`src/rtl/mult16_seq_pkg.sv`:
```
// Shared definitions for the sequential Hack multiplier: state encoding and word width.
package mult16_seq_pkg;

    localparam int HACK_WORD_W = 16;

    // Encoding 2'd3 is never entered; the FSM treats it exactly like IDLE.
    typedef enum logic [1:0] {
        IDLE = 2'd0,
        BUSY = 2'd1,
        DONE = 2'd2
    } state_t;

endpackage

```
`src/rtl/mult16_seq_add16.sv`:
```
// Hack add16: WIDTH-bit adder, carry out discarded (modulo 2^WIDTH).
module add16 #(
    parameter int WIDTH = 16
) (
    input  logic [WIDTH-1:0] i_a,
    input  logic [WIDTH-1:0] i_b,
    output logic [WIDTH-1:0] o_sum
);

    assign o_sum = i_a + i_b;

endmodule

```
`src/rtl/mult16_seq.sv`:
```
// Sequential shift-and-add multiplier: WIDTH steps per operand pair, result is
// the low WIDTH bits of a*b, delivered on a valid/ready handshake.
module mult16_seq
    import mult16_seq_pkg::*;
#(
    parameter int WIDTH = HACK_WORD_W,
    parameter int CNT_W = 5
) (
    input  logic             clk,
    input  logic             rst_n,
    input  logic             in_valid,
    output logic             in_ready,
    input  logic [WIDTH-1:0] a,
    input  logic [WIDTH-1:0] b,
    output logic             out_valid,
    input  logic             out_ready,
    output logic [WIDTH-1:0] out
);

    localparam logic [CNT_W-1:0] LAST_CNT = CNT_W'(WIDTH - 1);

    state_t           r_state;
    state_t           w_state_nxt;
    logic [WIDTH-1:0] r_acc;
    logic [WIDTH-1:0] r_mcand;
    logic [WIDTH-1:0] r_mplier;
    logic [CNT_W-1:0] r_cnt;
    logic [WIDTH-1:0] r_out;
    logic [WIDTH-1:0] w_sum;
    logic [WIDTH-1:0] w_acc_step;
    logic             w_idle;
    logic             w_accept;
    logic             w_last;

    // Unused encoding 2'd3 decodes as IDLE, so it can accept and recover.
    assign w_idle     = (r_state != BUSY) && (r_state != DONE);
    assign w_accept   = w_idle && in_valid;
    assign w_last     = (r_state == BUSY) && (r_cnt == LAST_CNT);
    assign w_acc_step = r_mplier[0] ? w_sum : r_acc;

    assign in_ready  = w_idle;
    assign out_valid = (r_state == DONE);
    assign out       = r_out;

    add16 #(.WIDTH(WIDTH)) u_step_add (
        .i_a   (r_acc),
        .i_b   (r_mcand),
        .o_sum (w_sum)
    );

    always_comb begin
        w_state_nxt = r_state;
        case (r_state)
            BUSY:    if (w_last)    w_state_nxt = DONE;
            DONE:    if (out_ready) w_state_nxt = IDLE;
            default: w_state_nxt = in_valid ? BUSY : IDLE;
        endcase
    end

    always_ff @(posedge clk or negedge rst_n) begin
        if (!rst_n) r_state <= IDLE;
        else        r_state <= w_state_nxt;
    end

    always_ff @(posedge clk or negedge rst_n) begin
        if (!rst_n) begin
            r_acc    <= '0;
            r_mcand  <= '0;
            r_mplier <= '0;
            r_cnt    <= '0;
            r_out    <= '0;
        end else if (w_accept) begin
            r_acc    <= '0;
            r_mcand  <= a;
            r_mplier <= b;
            r_cnt    <= '0;
        end else if (r_state == BUSY) begin
            r_acc    <= w_acc_step;
            r_mcand  <= r_mcand << 1;
            r_mplier <= r_mplier >> 1;
            r_cnt    <= r_cnt + 1'b1;
            if (w_last) r_out <= w_acc_step;
        end
    end

endmodule

```
`config.mk`:
```
export PLATFORM = sky130hd
export DESIGN_NAME = mult16_seq
export DESIGN_NICKNAME = d
export VERILOG_FILES = /design/src/rtl/mult16_seq_pkg.sv /design/src/rtl/mult16_seq_add16.sv /design/src/rtl/mult16_seq.sv
export SDC_FILE = /design/constraint.sdc
export NUM_CORES = 1
export LEC_CHECK = 0
export ABC_AREA = 0
export ABC_CLOCK_PERIOD_IN_PS = 3500
export CAP_MARGIN = 0
export CORE_MARGIN = 5
export CORE_UTILIZATION = 45
export DETAILED_ROUTE_END_ITERATION = 8
export PLACE_DENSITY = 0.68
export SLEW_MARGIN = 40
export SYNTH_ARGS = -nofsm -noshare
export SYNTH_HDL_FRONTEND = slang
export SYNTH_SLANG_ARGS = --single-unit
```
`constraint.sdc`:
```
create_clock -name clk -period 3.5 [get_ports clk]
set_input_delay 0.525 -clock clk [delete_from_list [all_inputs] [get_ports clk]]
set_output_delay 0.525 -clock clk [all_outputs]
set_load 0.05 [all_outputs]
```
==> Word level (Yosys, flattened, before mapping) <==
Cells that the tools add are included.
{ "op_classes": {"add_sub_neg": 2, "n_mul": 0, "n_div": 0, "order_cmp": 0, "eq_ne": 7, "shift": 0, "muxes": 13, "n_bitwise": 1, "n_reduce_logical": 6} }
{ "op_table": {"columns": ["op", "n"], "rows": [
  ["2-to-1 mux 16 bit", 7],
  ["adder 16 bit", 1],
  ["2-to-1 mux 5 bit", 2],
  ["adder 5 x 1 -> 5 bit (second input constant)", 1],
  ["== test 5 x 4 -> 1 bit (second input constant)", 1],
  ["2-to-1 mux 2 bit", 2],
  ["!= test 2 x 1 -> 1 bit (second input constant)", 2],
  ["!= test 2 bit (second input constant)", 2],
  ["case mux 2 bit (2 select lines)", 1],
  ["logical AND 1 bit", 3],
  ["AND reduction 3 bit", 1],
  ["== test 2 x 1 -> 1 bit (second input constant)", 1],
  ["== test 2 bit (second input constant)", 1],
  ["AND reduction 2 bit", 1],
  ["nonzero test 2 bit", 1],
  ["2-to-1 mux 1 bit", 1],
  ["NOT 1 bit", 1]
]} }
{ "word_totals": {"ff_bits": 71, "latchBits": 0, "ramBits": 0, "rom_bits": 0, "out_inout_bits": 18, "word_cells": 35, "mem_count": 0} }

==> Depth between registers and ports, before layout <==
Gate-level depths: netlist (run 1).
{ "logic_depth": {"ltp_word": 5, "depth_mapped": 9, "mapped_depth_nobuf": 9} }

==> Cells and area by module <==
From an unflattened synthesis (run 1), not the netlist that was laid out.
{ "unflattened": {"cells_unflattened": 397, "area_unflattened_um2": 4078.9} }
{ "by_module_without_submodules": {"columns": ["mod", "n_inst", "cells_per_inst", "area_per_inst_um2"], "rows": [
  ["mult16_seq", 1, 299, 3354.5],
  ["add16", 1, 98, 724.4]
]} }

==> Least setup slack after synthesis (run 1) <==
Ideal clock, no wire load.
{ "synth_timing": {"path_type": "flip-flop to flip-flop", "from": "register r_acc[0]", "to": "register r_out[12], in the netlist out[12]", "setup_time_ps": 125, "arrival_time_ps": 2314, "slack_ps": 1062, "stages_incl_launch_ff": 10, "n_path_buf": 0, "path_cell_list": "dfrtp_1 -> ha_1 -> fa_1 -> a21o_1 -> a31oi_2 -> o21bai_2 -> a221oi_2 -> xnor2_1 -> mux2_2 -> mux2_2"} }
{ "synth_via": {"elab_chain_len": 2} }
{ "synth_lines": {"columns": ["item", "line_no", "text"], "rows": [
  ["from (decl)", "mult16_seq.sv:24", "logic [WIDTH-1:0] r_acc;"],
  ["from (signal assigned)", "mult16_seq.sv:78", "r_acc <= w_acc_step;"],
  ["adder 16 bit", "mult16_seq_add16.sv:10", "assign o_sum = i_a + i_b;"],
  ["2-to-1 mux 16 bit", "mult16_seq.sv:39", "assign w_acc_step = r_mplier[0] ? w_sum : r_acc;"],
  ["to (signal assigned)", "mult16_seq.sv:82", "if (w_last) r_out <= w_acc_step;"],
  ["to (decl)", "mult16_seq.sv:28", "logic [WIDTH-1:0] r_out;"]
]} }
No other way between the ends.
A chain may end at the register's enable or synchronous reset.

==> Worst setup path after layout (run 1) <==
Ends and elaborated chain as after synthesis.

==> results of run 1 <==
==> metrics by stage <==
step                      instance area [um2]  worst slack, ns
after CTS                                4720            0.861
final                                    4720            0.886
after global placement                   4510            0.937
after detailed placement                 4510            0.881
after global routing                     4720            0.790
after floorplan                          3880             1.06
==> worst min-delay path, stage by stage (launching register included) <==
cell     delay (ns)
dfrtp_1        0.34
nand2_1        0.05
o21ai_0        0.06
==> per-layer routing <==
| metal | track usage [%] | wire (um) | share of wire [%] | vias up |
|---|---|---|---|---|
| met1 | 21.6 | 3740 | 46 | 1389 |
| met3 | 3.11 | 386 | 4.8 | 12 |
| met4 | 5.88 | 106 | 1.3 | 0 |
| met2 | 27.3 | 3830 | 48 | 55 |
| met5 | 0 | 0 | 0 | - |
| li1 | - | - | - | 1513 |
==> cell type report <==
class	count	share of cell area, %
Clock buffer	11	3.00
Timing Repair Buffer	60	12.6
Tap cell	105	2.78
Inverter	7	0.557
Multi-Input combinational cell	304	42.2
Sequential cell	71	37.6
Clock inverter	5	1.22
==> power by group through the flow <==
stage	Combinational (mW)	Sequential [mW]	Clock (mW)
3_3_place_gp	1.75	1.31	0
5_1_grt	2.02	1.34	0.703
3_5_place_dp	1.78	1.32	0
4_1_cts	1.79	1.30	0.677
2_1_floorplan	1.42	1.26	0
6_report	1.79	1.30	0.662
==> logic make-up (layout without fill, tap and decap cells) <==
family,count (synthesis),in the layout,share of synthesized area [%]
multiplexers,47,47,12.2
buffers and inverters,30,83,3.09
XOR/XNOR,16,16,3.61
AND/OR/NAND/NOR,119,119,13.2
adder cells (fa/ha/maj),20,20,6.63
flip-flops,71,71,45.7
AO/OA/AOI/OAI,102,102,15.5
==> state kept, by name, summed over array words and instances, names as in the netlist <==
signal / flops
out: 16
r_mplier: 16
r_mcand: 16
r_cnt: 5
r_acc: 16
r_state: 2
==> repair_timing <==
action / 4_1_cts / 5_1_grt
hold endpoints to repair: 1 / 0
gates resized for setup: 0 / 0
hold buffers: 1 / 0
==> worst max-delay path by stage <==
| stage | start | to | slack [ns] | depth (start not counted) |
|---|---|---|---|---|
| 4_1_cts | r_acc[0] | out[12] | 0.86 | 9 |
| 3_3_place_gp | r_acc[0] | out[12] | 0.94 | 9 |
| 5_1_grt | r_acc[0] | out[12] | 0.79 | 9 |
| 2_1_floorplan | r_acc[0] | out[12] | 1.06 | 9 |
| 3_5_place_dp | r_acc[0] | out[12] | 0.88 | 9 |
| 6_report | r_acc[0] | out[12] | 0.89 | 9 |
==> cells in the mapped netlist, types with 2 or more instances <==
cell / number
o211ai_1: 4
a22o_1: 2
a211oi_1: 3
a31o_2: 2
o21ai_0: 52
nand3_1: 5
inv_1: 7
nand2b_1: 2
nor3_1: 2
clkbuf_1: 16
a21oi_1: 23
xor2_1: 10
and3_1: 4
ha_1: 19
nand3b_1: 2
a21o_1: 5
mux2_2: 3
nor3b_1: 2
nor2_1: 13
buf_1: 6
mux2i_1: 44
and2_1: 2
xnor2_1: 6
nor2b_1: 2
nand2_1: 79
nand4_1: 3
dfrtp_1: 71
==> results, run 1 <==
- STA classifies the critical path endpoint as a flip-flop.
- The number of global-route vias before repair was 2975.
- The sequential cells in the finished layout cover a total of 1780 um2.
- For the worst setup path, the data required time is approximately 3.7 ns.
- The startpoint kind of the worst setup timing path is a flip-flop.
- Per report_power, the sequential group accounts for approximately 35% of the total.
- The slowest stage of the critical path is the dfrtp_1 cell.
- The layout filler cell count is 750.
- The number of buffers added for setup after CTS is 0.
- The clock insertion delay at the later pin of the skew report is 0.34 ns.
- Subtracting the final worst setup slack from the clock period gives between 2 and 3 ns.
- The number of enable flip-flop cells after synthesis is 0.
- The internal power is 2.21 mW.
- The final-report setup violation count is 0.
- Walking the worst path, the cells encountered are ha_1, fa_1, a21o_1, a31oi_2, o21bai_2, a221oi_2, xnor2_1, mux2_2, mux2_2.
- The die is 103 um tall.
- The first global-routing pass estimated 13.8 mm of wire.
- The pre-antenna-repair detailed-routing pass consisted of 4 iterations.
- The signed area change from the synthesized netlist to the final layout is 21.5%.
- The H-tree was split into 3 levels.
- The net count of the finished layout is 509.
- At the pin with the least slew margin, the transition time is 0.667 ns.
- The synthesized design spends more area on one cell type than any other, namely dfrtp_1.
- The start point of the worst hold path is out[8].
- Once the floorplan was initialized, standard cells occupied 46.8% of the core.
- The first routing iteration left ~110 violations.
- The post-synthesis sequential element count is 71.
- The leakage power is 2.13 nW.
- The number of instances in the synthesized netlist is 405.
- The clock tree from TritonCTS is built.
- The fraction of power consumed by combinational cells is 47.7%.
- Cells fill 56.9% of the core in the end.
- The finished layout holds 563 standard cells, fillers aside.
- The total area inside the core boundary comes to 8300 um2.
- The total wirelength of the detailed-routed design is 8.06 mm.
- No sink is reached through more buffers than the 2 on the longest clock path.
- The buffering stage count on the worst path with inverters included is 0.
- Entering global routing, the biggest net connects 48 pins.
- The startpoint identified for the worst register-to-register timing path is r_acc[0].
- The endpoint of the worst-slack reg-to-reg timing path is out[12].
- The clock sink count is 71.
- Sequential cells were found to cover 45.7% of the synthesized design area.
- The footprint of the multi-input gates is around 2000 um2.
- Routability-driven placement finished with a final weighted congestion of 0.890.
- The flow ran to the end, and the final reports show no timing, DRC or antenna violations.
- The per-cell routed wire length is 14.3 um.
- Across all hold checks on the routed design, the worst slack comes to 0.478 ns.
- The worst-case IR drop observed on VDD is 0.388 mV.
- The clock tree root driver cell is clkbuf_8.
- The final critical path takes up between 70% and 80% of the cycle.
- The cell count after placement is 546.
- The total via count after detailed routing is between 2k and 3k.
- The average vias per placed instance is between 5 and 6.
- In this design, the stage delay of the slowest critical-path cell is slightly above 0.4 ns.
- In this run the horizontal extent of the chip is 103 um.
- The layout cell share with drive strength beyond 1 is 7.21%.
- The arrival time at the worst endpoint is 2.85 ns.
- By area the synthesized netlist is led by dfrtp_1 (46%), mux2i_1 (11%), nand2_1 (7.6%).
- Net switching is 41.2% of the power.
- On the final layout, the worst clock skew is 0.0119 ns.
- The total power consumption of the routed design is 3.75 mW.
- The analysis attributes to net switching a power of 1.55 mW.
- The top-level I/O count is 54.
- The remaining number of nets flagged by the antenna check after routing is 0.
- The cell type with the highest occurrence count on the critical path is mux2_2.
- In this run, distinct cell masters in the synthesized netlist total 43.
- Leaving out fill and tap cells, the most frequent cells in the layout are nand2_1 (79), dfrtp_1 (71), o21ai_0 (52), clkdlybuf4s50_1 (52), mux2i_1 (44).
- The number of endpoints with negative hold slack in the final report is 0.
- Counting the buffers created by CTS gives 9.
- The post-synthesis area per instance is 9.59 um2.
- The cell family contributing the most delay on the critical path is compound AO/OA/AOI/OAI gates.
- The clock share of power is 17.7%.
- The hold path endpoint is out[8].
- For this run the aggregate overflow at the end of global routing stands at 0.
- For the worst flop-to-flop path, the logic depth is 9.
- During placement, the flow inserted port buffers numbering 53.
- The row count is 33.
- The initial antenna violation count is 0.
- The maximum clock frequency is 0.383 GHz.
- The power per cell area is 795 nW/um2.
- For this run, asynchronously set or reset flops after synthesis account for 100%.
- Setup repair after global routing left no endpoint under its margin.
- The total of max-cap violations is 0.
- The floorplan step defined a die boundary enclosing around 11000 um2.
- The count of final max-slew check failures is 0.
- In this run the cell area of the synthesized design comes to roughly 4000 um2.
- The HPWL after detailed placement is about 5.7 mm.
- The clock transition at the register clock pins on the worst setup and hold paths after CTS is 0.08 ns.
- The dominant synthesized flop cell is dfrtp_1.
- The worst pin sits at a relative slew slack of between 50% and 60%.
- For this run, the total global-route usage over all layers was measured as 16.5%.
- The classification of the worst-slack hold path is reg -> reg.
- The post-synthesis net count is 461.
- 0 antenna diodes ended up in the layout.
- For flop-to-flop paths, the worst setup slack is approximately 0.89 ns.
- The worst setup path is of the reg -> reg kind.
- The largest driver fanout on the critical path is 3.
- The number of instances on the worst hold path is 2.
- The residual DRC count is 0.
- The summed negative setup slack over all endpoints is 0 ns.
- The share of synthesized area in the top cell type comes to between 40% and 50%.
- The number of warnings issued by yosys is 0.
- The most common cell after layout, fill and taps aside is nand2_1.
(Power assumes the default switching activity.)
==> run 2: changes to the inputs <==
--- a/config.mk
+++ b/config.mk
@@ -6,7 +6,7 @@
 export NUM_CORES = 1
 export LEC_CHECK = 0
 export ABC_AREA = 0
-export ABC_CLOCK_PERIOD_IN_PS = 3500
+export ABC_CLOCK_PERIOD_IN_PS = 2650
 export CAP_MARGIN = 0
 export CORE_MARGIN = 5
 export CORE_UTILIZATION = 45
==> constraint.sdc (replaced) <==
create_clock -name clk -period 2.65 [get_ports clk]
set_input_delay 0.3975 -clock clk [delete_from_list [all_inputs] [get_ports clk]]
set_output_delay 0.3975 -clock clk [all_outputs]
set_load 0.05 [all_outputs]
==> run 2 against run 1 <==
Power up 34%. Sequential power up 34%. Die area unchanged. Clock power up 39%. Final cell count up 0.71%. Critical path depth unchanged.
==> results, run 2 (synthesis results as in run 1) <==
- The clock share of power is 18.2%.
- The switching part of the total is 40.2%.
- The maximum clock frequency is 0.389 GHz.
- The run finished with clean final reports.
- The cell count after placement is 550.
- The clock arrives with 0.0118 ns of skew.
- The count of final max-slew check failures is 0.
- The layout filler cell count is 737.
- The number of buffers added by the clock tree synthesis step is 9.
- The starting density of the core is roughly 47%.
- The worst slack after detailed placement is 0.0507 ns.
- The clock period minus final worst setup slack is ~2.6 ns.
- The maximum number of pins on one net before global-route repair is 43.
- In the final timing run, aggregate negative setup slack is 0 ns.
- CTS placed an instance of clkbuf_8 at the clock tree root.
- The number of global-route vias before repair came to 2950.
- Setup violations remaining at the end of the flow were counted as 0.
- The total via count after detailed routing is 3024.
- Of all nets on the critical path, the largest fanout is 3.
- The worst setup path startpoint is r_acc[0].
- 54 I/O pins were placed.
- For the worst setup path, the data arrival time is 2.79 ns.
- The placer congestion estimate is 0.901.
- In this run, post-CTS hold repair placed 0 buffers.
- For this run, the number of standard cells in the final layout without fillers is 567.
- The clock passes through at most 2 buffers.
- The total power consumption of the routed design is 5.04 mW.
- In the layout the commonest cells are nand2_1 (79), dfrtp_1 (71), o21ai_0 (52), clkdlybuf4s50_1 (52), mux2i_1 (44).
- The final antenna diode count is 0.
- IR analysis of the VDD net gives a maximum drop of 0.462 mV.
- The fraction of power consumed by combinational cells is 47.3%.
- The library cell used most frequently in the layout, excluding fill and tap cells, is nand2_1.
- The internal power is roughly 3.0 mW.
- Across the run, the number of max-cap violations was 0.
- The leakage power is 2.17 nW.
- The tightest slew margin relative to the limit is 56.0%.
- The first-pass GRT wire length is between 10 and 15 mm.
- Once layout is complete, the utilization of the core stands at 57.3%.
- The tree built by TritonCTS fans out to 71 sinks.
- Once placement finished, the instance area stood at between 4000 and 5000 um2.
- The row count is 33.
- The total wirelength of the detailed-routed design is around 8.0 mm.
- The average vias per placed instance is approximately 5.3.
- The total area inside the core boundary comes to 8300 um2.
- The number of port buffers is 53.
- The switching power summed over all nets is 2.03 mW.
- Setup repair after global routing could not meet its margin everywhere.
- The residual DRC count is 0.
- The area growth from synthesis to layout is 22.4%.
- The die covers 10600 um2.
- The depth of the worst register-to-register path is 9.
- The layout cell share with drive strength beyond 1 is 8.01%.
- The deepest level of the CTS H-tree is 3.
- The number of endpoints with negative hold slack in the final report is 0.
- The classification of the worst setup path is reg -> reg.
- In this run, the number of DRC markers left after iteration 0 of detailed routing was 128.
- The path class of the tightest hold or removal check is in -> async.
- After clock tree synthesis, the clock-pin slew on the worst setup and hold paths is 0.08 ns.
- The clock tree from TritonCTS is built.
- The power share of the sequential group is 34.5%.
- The power per cell area is approximately 1100 nW/um2.
- The design area is 4760 um2.
- The detail route stage leaves a number of antenna-violating nets equal to 0.
- Global routing used between 10% and 20% of the available tracks across all layers.
- At the end of the flow, the number of nets in the layout was between 500 and 600.
- The category of the worst setup path capture point is a flip-flop.
- The final global-route overflow total is 0.
- The least setup slack across all paths after layout is just over 0.08 ns.
- The critical path capture point is out[12].
- At the pin with the least slew margin, the transition time is 0.659 ns.
- At the worst endpoint, the required time is around 2.9 ns.
- The reg-to-reg critical path startpoint is r_acc[0].
- At the later pin of the worst-skew pair, clock insertion delay measures about 0.35 ns.
- The worst setup path is launched from a flip-flop.
- The endpoint of the worst-slack reg-to-reg timing path is out[12].
- The register-to-register setup slack is between 0.08 and 0.09 ns.
- The overall die height is just over 100 um.
- The initial antenna violation count came to 0.
- The horizontal die dimension is 103 um.
- Detailed placement finished with a half-perimeter wire length of 5.82 mm.
- The first-pass iteration count of the detailed router is 4.
- After detailed routing, the average wire length per cell comes to 14.0 um.
- The final critical path takes up 97.0% of the cycle.
- Across all hold checks on the routed design, the worst slack comes to 0.0754 ns.
-- run 2: metal layers --
layer	global-route usage [%]	vias up	share of wire, %
met5	0	-	0
met4	4.68	0	1.3
met3	4.26	9	6.5
met2	26.9	63	47
met1	20.9	1431	45
li1	-	1521	-
-- run 2: power groups by stage --
stage / Sequential (mW) / Clock (mW) / Combinational, mW
global route: 1.79 / 0.985 / 2.69
CTS: 1.74 / 0.941 / 2.37
floorplan: 1.67 / 0 / 1.88
finish: 1.74 / 0.919 / 2.38
global placement: 1.74 / 0 / 2.31
detailed placement: 1.76 / 0 / 2.36
-- run 2: critical path: stages, from the launching register on --
cell,delay (ns)
dfrtp_1,0.40
ha_1,0.23
fa_1,0.40
a21o_1,0.21
a31oi_2,0.19
o21bai_2,0.12
a221oi_2,0.25
xnor2_1,0.11
mux2_2,0.27
mux2_2,0.25
-- run 2: area by class of cell --
type,instances,area [um2],area share [%]
clock inverters,4,70.1,1.47
inverters,7,26.3,0.552
multi-input cells,304,2000,42.0
well taps,105,131,2.76
flip-flops and latches,71,1780,37.4
repair buffers,64,621,13.0
clock buffers,12,135,2.84
-- run 2: worst min path at each step --
| stage | startpoint | end | slack, ns | cells after the start |
|---|---|---|---|---|
| after floorplan | rst_n | out[0] | 0.10 | 0 |
| after global placement | out[0] | out[0] | 0.46 | 2 |
| after detailed placement | rst_n | out[1] | 0.47 | 1 |
| after CTS | rst_n | out[1] | 0.10 | 1 |
| after global routing | rst_n | out[1] | 0.14 | 1 |
| final | rst_n | out[1] | 0.08 | 1 |
-- run 2: timing repair --
action | 4_1_cts | 5_1_grt
setup buffers | 0 | 1
gates resized for setup | 0 | 1
endpoints found under the setup margin | 0 | 3
==> run 3: changes to the inputs <==
--- a/config.mk
+++ b/config.mk
@@ -10,6 +10,7 @@
 export CAP_MARGIN = 0
 export CORE_MARGIN = 5
 export CORE_UTILIZATION = 45
+export CTS_BUF_LIST = sky130_fd_sc_hd__clkbuf_8 sky130_fd_sc_hd__clkbuf_16
 export DETAILED_ROUTE_END_ITERATION = 8
 export PLACE_DENSITY = 0.68
 export SLEW_MARGIN = 40
==> run 3 against run 2 <==
Sequential share of layout area unchanged. Maximum frequency is essentially flat. Register-to-register slack about the same.
==> results, run 3 (synthesis results as in run 1) <==
- The horizontal die dimension is 103 um.
- The die covers 10600 um2.
- The clock period could shrink to 2.57 ns.
- For this design, the sink count on the clock tree is 71.
- The placeable core area is 8300 um2.
- The least setup slack across all paths after layout is 0.0830 ns.
- The global routing usage summed across all routing layers is roughly 16%.
- The endpoint required time on the critical path is between 2 and 3 ns.
- The finished cells cover 4760 um2.
- The initial DRC count is 128.
- The number of buffers inserted for hold repair after clock tree synthesis is 0.
- The period utilization is 96.9%.
- In the final timing run, aggregate negative setup slack is 0 ns.
- The initial utilization of the core area, before any placement, comes to 46.8%.
- The number of endpoints with negative hold slack in the final report is 0.
- The worst hold margin is around 0.078 ns.
- The worst supply voltage drop on vdd is around 0.46 mV.
- The footprint of the multi-input gates is 2000 um2.
- The final global-route overflow total is 0.
- Once detail routing completed, the nets flagged for antenna violations numbered 0.
- The number of nets at the end of the flow is slightly above 500.
- The worst slack after detailed placement is 0.0507 ns.
- The finished layout holds 567 standard cells, fillers aside.
- Registers take 1780 um2.
- The top-level I/O count is 54.
- For this run, the detailed router's first-pass iteration total came to 4.
- The top cell types in the final layout, fill and taps aside, are nand2_1 (79), dfrtp_1 (71), o21ai_0 (52), clkdlybuf4s50_1 (52), mux2i_1 (44).
- The signed area change from the synthesized netlist to the final layout is 22.4%.
- By startpoint and endpoint, the worst setup path is classified as reg -> reg.
- The register-to-register setup slack is about 0.083 ns.
- After detailed placement, the total cell area comes to 4540 um2.
- For this run, design rule violations remaining after detail routing come to 0.
- After clock tree synthesis, the clock-pin slew on the worst setup and hold paths is 0.08 ns.
- The count of final max-slew check failures is 0.
- Counting the fill cells in the layout gives 737.
- TritonCTS built the clock tree.
- The number of global-route vias before repair is 2950.
- The analysis attributes to cell leakage a power of 2.18 nW.
- The total wirelength of the detailed-routed design is just under 8 mm.
- The total power consumption of the routed design is 5.03 mW.
- The worst setup path is captured at a flip-flop.
- The number of port buffers is 53.
- The arrival time at the worst endpoint is 2.79 ns.
- The final-report setup violation count is 0.
- The placer congestion estimate is around 0.90.
- The startpoint kind of the worst setup timing path is a flip-flop.
- The number of placed instances, taps included, is 550.
- The tree is rooted in a clkbuf_8.
- Summing over every cut layer, the via total after detailed routing is slightly above 3k.
- The die is ~100 um tall.
- The maximum clock skew at final layout is 0.0118 ns.
- The run finished with clean final reports.
- The number of clock buffers added by TritonCTS is 9.
- The total of max-cap violations is 0.
- The library cell used most frequently in the layout, excluding fill and tap cells, is nand2_1.
- In the final layout, the share of cells above drive strength 1 is 8.01%.
- The HPWL after detailed placement is 5.82 mm.
- The clock reaches the later pin of the worst-skew pair after 0.35 ns.
- The largest driver fanout on the critical path is 3.
- In this run the worst hold path is classified as in -> async.
- The per-cell routed wire length is 14.0 um.
- The first global-routing pass estimated 13.6 mm of wire.
- The deepest level of the CTS H-tree is 3.
- The maximum root-to-sink buffer count is 2.
- The initial antenna violation count was 0.
- Timing would allow up to 0.390 GHz.
- For the pin with the worst max-slew slack, the measured transition is 0.662 ns.
- Setup repair after global routing could not meet its margin everywhere.
- Once layout is complete, the utilization of the core stands at 57.3%.
- The number of antenna diodes in the final layout is 0.
- Headroom to the max-slew limit came out at between 50 and 60%.
- Dividing the detail-routed via count by the number of cells gives between 5 and 6.
- The initialized floorplan defines 33 standard-cell rows.
- The maximum number of pins on one net before global-route repair is 43.
- For this design the ratio of total power to cell area is 1060 nW/um2.
## run 3: cell count changes in the layout (fill, tap and decap cells not counted), sizes merged
cell / previous run / this run
inv: 7 / 10
clkbuf: 12 / 9
## run 3: layout make-up
class	count	share of cell area [%]
tap	105	2.76
clock inverter	7	1.71
sequential	71	37.4
timing repair buffer	64	13.0
inverter	7	0.552
multi-input combinational	304	42.0
clock buffer	9	2.60
## run 3: worst max-delay path, cell delays in order, from the launching register on
cell and delay (ns):
dfrtp_1 0.40, ha_1 0.23, fa_1 0.40, a21o_1 0.21
a31oi_2 0.19, o21bai_2 0.12, a221oi_2 0.25, xnor2_1 0.11
mux2_2 0.27, mux2_2 0.25
## run 3: power breakdown
part	internal, mW	switching, mW	leakage [nW]	total [mW]
Combinational	1.04	1.34	1.13	2.38
Clock	0.517	0.390	0.117	0.907
Sequential	1.44	0.295	0.930	1.74
Total	3.00	2.02	2.18	5.03
## run 3: worst paths after layout
kind	from	to	depth (start not counted)
worst max-delay path	r_acc[0]	out[12]	9
worst min-delay path	rst_n	out[1]	1
worst max register to register	r_acc[0]	out[12]	9
worst min register to register	out[6]	out[6]	2
max in group asynchronous	rst_n	r_acc[15]	2
min in group clk	out[6]	out[6]	2
## run 3: layer usage
metal | up-vias | global-route usage, % | wire (um)
met5 | - | 0 | 0
met1 | 1428 | 20.9 | 3580
met3 | 9 | 4.26 | 551
li1 | 1521 | - | -
met2 | 67 | 26.9 | 3720
met4 | 0 | 4.68 | 105
## run 3: what timing repair did
item	in CTS	in global routing
buffers inserted	0	1
endpoints found under the setup margin	0	3
gates resized for setup	0	1
==> edit, RTL diff (settings of run 2) <==
`HACK_WORD_W`: 16 -> 14.
--- a/src/rtl/mult16_seq_pkg.sv
+++ b/src/rtl/mult16_seq_pkg.sv
@@ -3,3 +3,3 @@
 
-    localparam int HACK_WORD_W = 16;
+    localparam int HACK_WORD_W = 14;
 
Ports: changed (resized a, b and out); port bits go from 54 to 48. The function was not compared with the original's and may differ.
==> edit against run 2 <==
- area after synthesis fell by 8.6%
- final area fell by 9.0%
- worst hold slack got worse by 0.028 ns
- total power fell by 11%
- wire length fell by 6.0%
- sequential cell count fell by 8
- setup slack improved by 0.26 ns
- largest power group unchanged
- first-iteration DRC count fell by 21%
==> edit: results (changes against run 2) <==
outcome = complete, no violations (unchanged)
ranking of synthesized cells by area = dfrtp_1 44%, mux2i_1 9.0%, nand2_1 7.0% (was dfrtp_1 46%, mux2i_1 11%, nand2_1 7.6%)
Inverters = 6 (was 7)
initial DRC count = 101 (was 128)
Signal buffers = 56 (was 64)
Worst-Skew Late Latency = 0.33 ns (was 0.35 ns)
FF-to-FF path depth = 7 (was 9)
Final Wtd Congestion = 0.918 (was 0.901)
Synth warnings = 0 (unchanged)
CP arrival = 2.55 ns (was 2.79 ns)
post-route clock skew = 0.00953 ns (was 0.0118 ns)
Post-Syn Instances = 383 (was 405)
number of I/O port buffers = 47 (was 53)
antenna fix cells = 0 (unchanged)
register share of the cell area = 36.4% (was 37.4%)
non-clk buf share = 12.6% (was 13.0%)
Post-synth ARST share = 100% (unchanged)
Peak supply drop = 0.000432 V (was 0.000462 V)
H-tree Lvls = 3 (unchanged)
post-CTS setup buffer count = 0 (unchanged)
dpl cell area = 0.00413 mm^2 (was 0.00454 mm^2)
largest net degree at the start of global routing = 64 (was 43)
crit path max fanout = 4 (was 3)
CTS root buf = clkbuf_8 (unchanged)
Fill cells = 681 (was 737)
first-pass GRT wire length = 12.9 mm (was 13.6 mm)
Pleak = 1.90 nW (was 2.17 nW)
1st-pass router iterations = 4 (unchanged)
top cells by count, synth = 66 x nand2_1, 63 x dfrtp_1, 46 x o21ai_0, 32 x mux2i_1, 21 x clkbuf_1 (was 79 x nand2_1, 71 x dfrtp_1, 52 x o21ai_0, 44 x mux2i_1, 23 x a21oi_1)
mux contribution to synthesized area = 9.34% (was 12.2%)
nets = 476 (was 513)
vias in the first global route = 2708 (was 2950)
layout cells sized above 1 = 7.19% (was 8.01%)
Post-Synth XOR/XNOR Area = 2.96% (was 3.61%)
synthesized net count = 433 (was 461)
multi-input combinational area share = 43.0% (was 42.0%)
routed len/inst = 14.0 um (about the same)
Util after Layout = 56.3% (was 57.3%)
cts repair resizes = 0 (unchanged)
Synth Area in Compound Gates = 17.8% (was 15.5%)
GRT Total Usage = 16.4% (was 16.2%)
Clock Sink Count = 63 (was 71)
Clock Tree Buf Depth = 2 (unchanged)
clk cell area share = 4.51% (was 4.31%)
Rel. slew slack = 63.5% (was 56.0%)
placed cell count = 517 (was 550)
Post-synth top flop = dfrtp_1 (unchanged)
Setup WS pre-CTS = 0.383 ns (was 0.0507 ns)
comb_multi_in = 290 (was 304)
WL final = 7.48 mm (was 7.96 mm)
library cells used by synthesis = 41 (was 43)
via count = 2828 (was 3024)
cell area after layout = 0.00433 mm^2 (was 0.00476 mm^2)
sequential-to-total area share from yosys stat = 44.4% (was 45.7%)
Post-Synth Adder-Cell Area = 6.56% (was 6.63%)
Final HPWL DP = 5.53 mm (was 5.82 mm)
clock buffer count = 14 (was 12)
initial antenna violation count = 0 (unchanged)
CTS Buf Count = 9 (unchanged)
[edit: final timing paths]
path	startpoint	to	slack, ns
max	r_mcand[1]	out[11]	0.34
min	rst_n	r_mplier[12]	0.05
max reg2reg	r_mcand[1]	out[11]	0.34
min reg2reg	out[3]	out[3]	0.48
max in group asynchronous	rst_n	r_acc[1]	2.29
min in group clk	out[3]	out[3]	0.48
[edit: critical path: stages, from the launching register on]
cell	delay, ns
dfrtp_1	0.42
ha_1	0.31
a211oi_1	0.36
o21ba_1	0.25
a21oi_1	0.13
a221oi_2	0.35
xor2_1	0.11
a311oi_1	0.28
[edit: per-layer routing]
layer	track usage (%)	up-vias	share of wire, %
met5	0	-	0
met4	6.41	0	1.6
met3	3.61	11	5.2
met2	24.1	80	44
met1	23.5	1289	50
li1	-	1448	-
[edit: power by group]
group          internal [mW]  total, mW  switching [mW]
clock                  0.441      0.799           0.358
combinational          0.924       2.09            1.17
sequential              1.28       1.58           0.295
total                   2.65       4.47            1.82
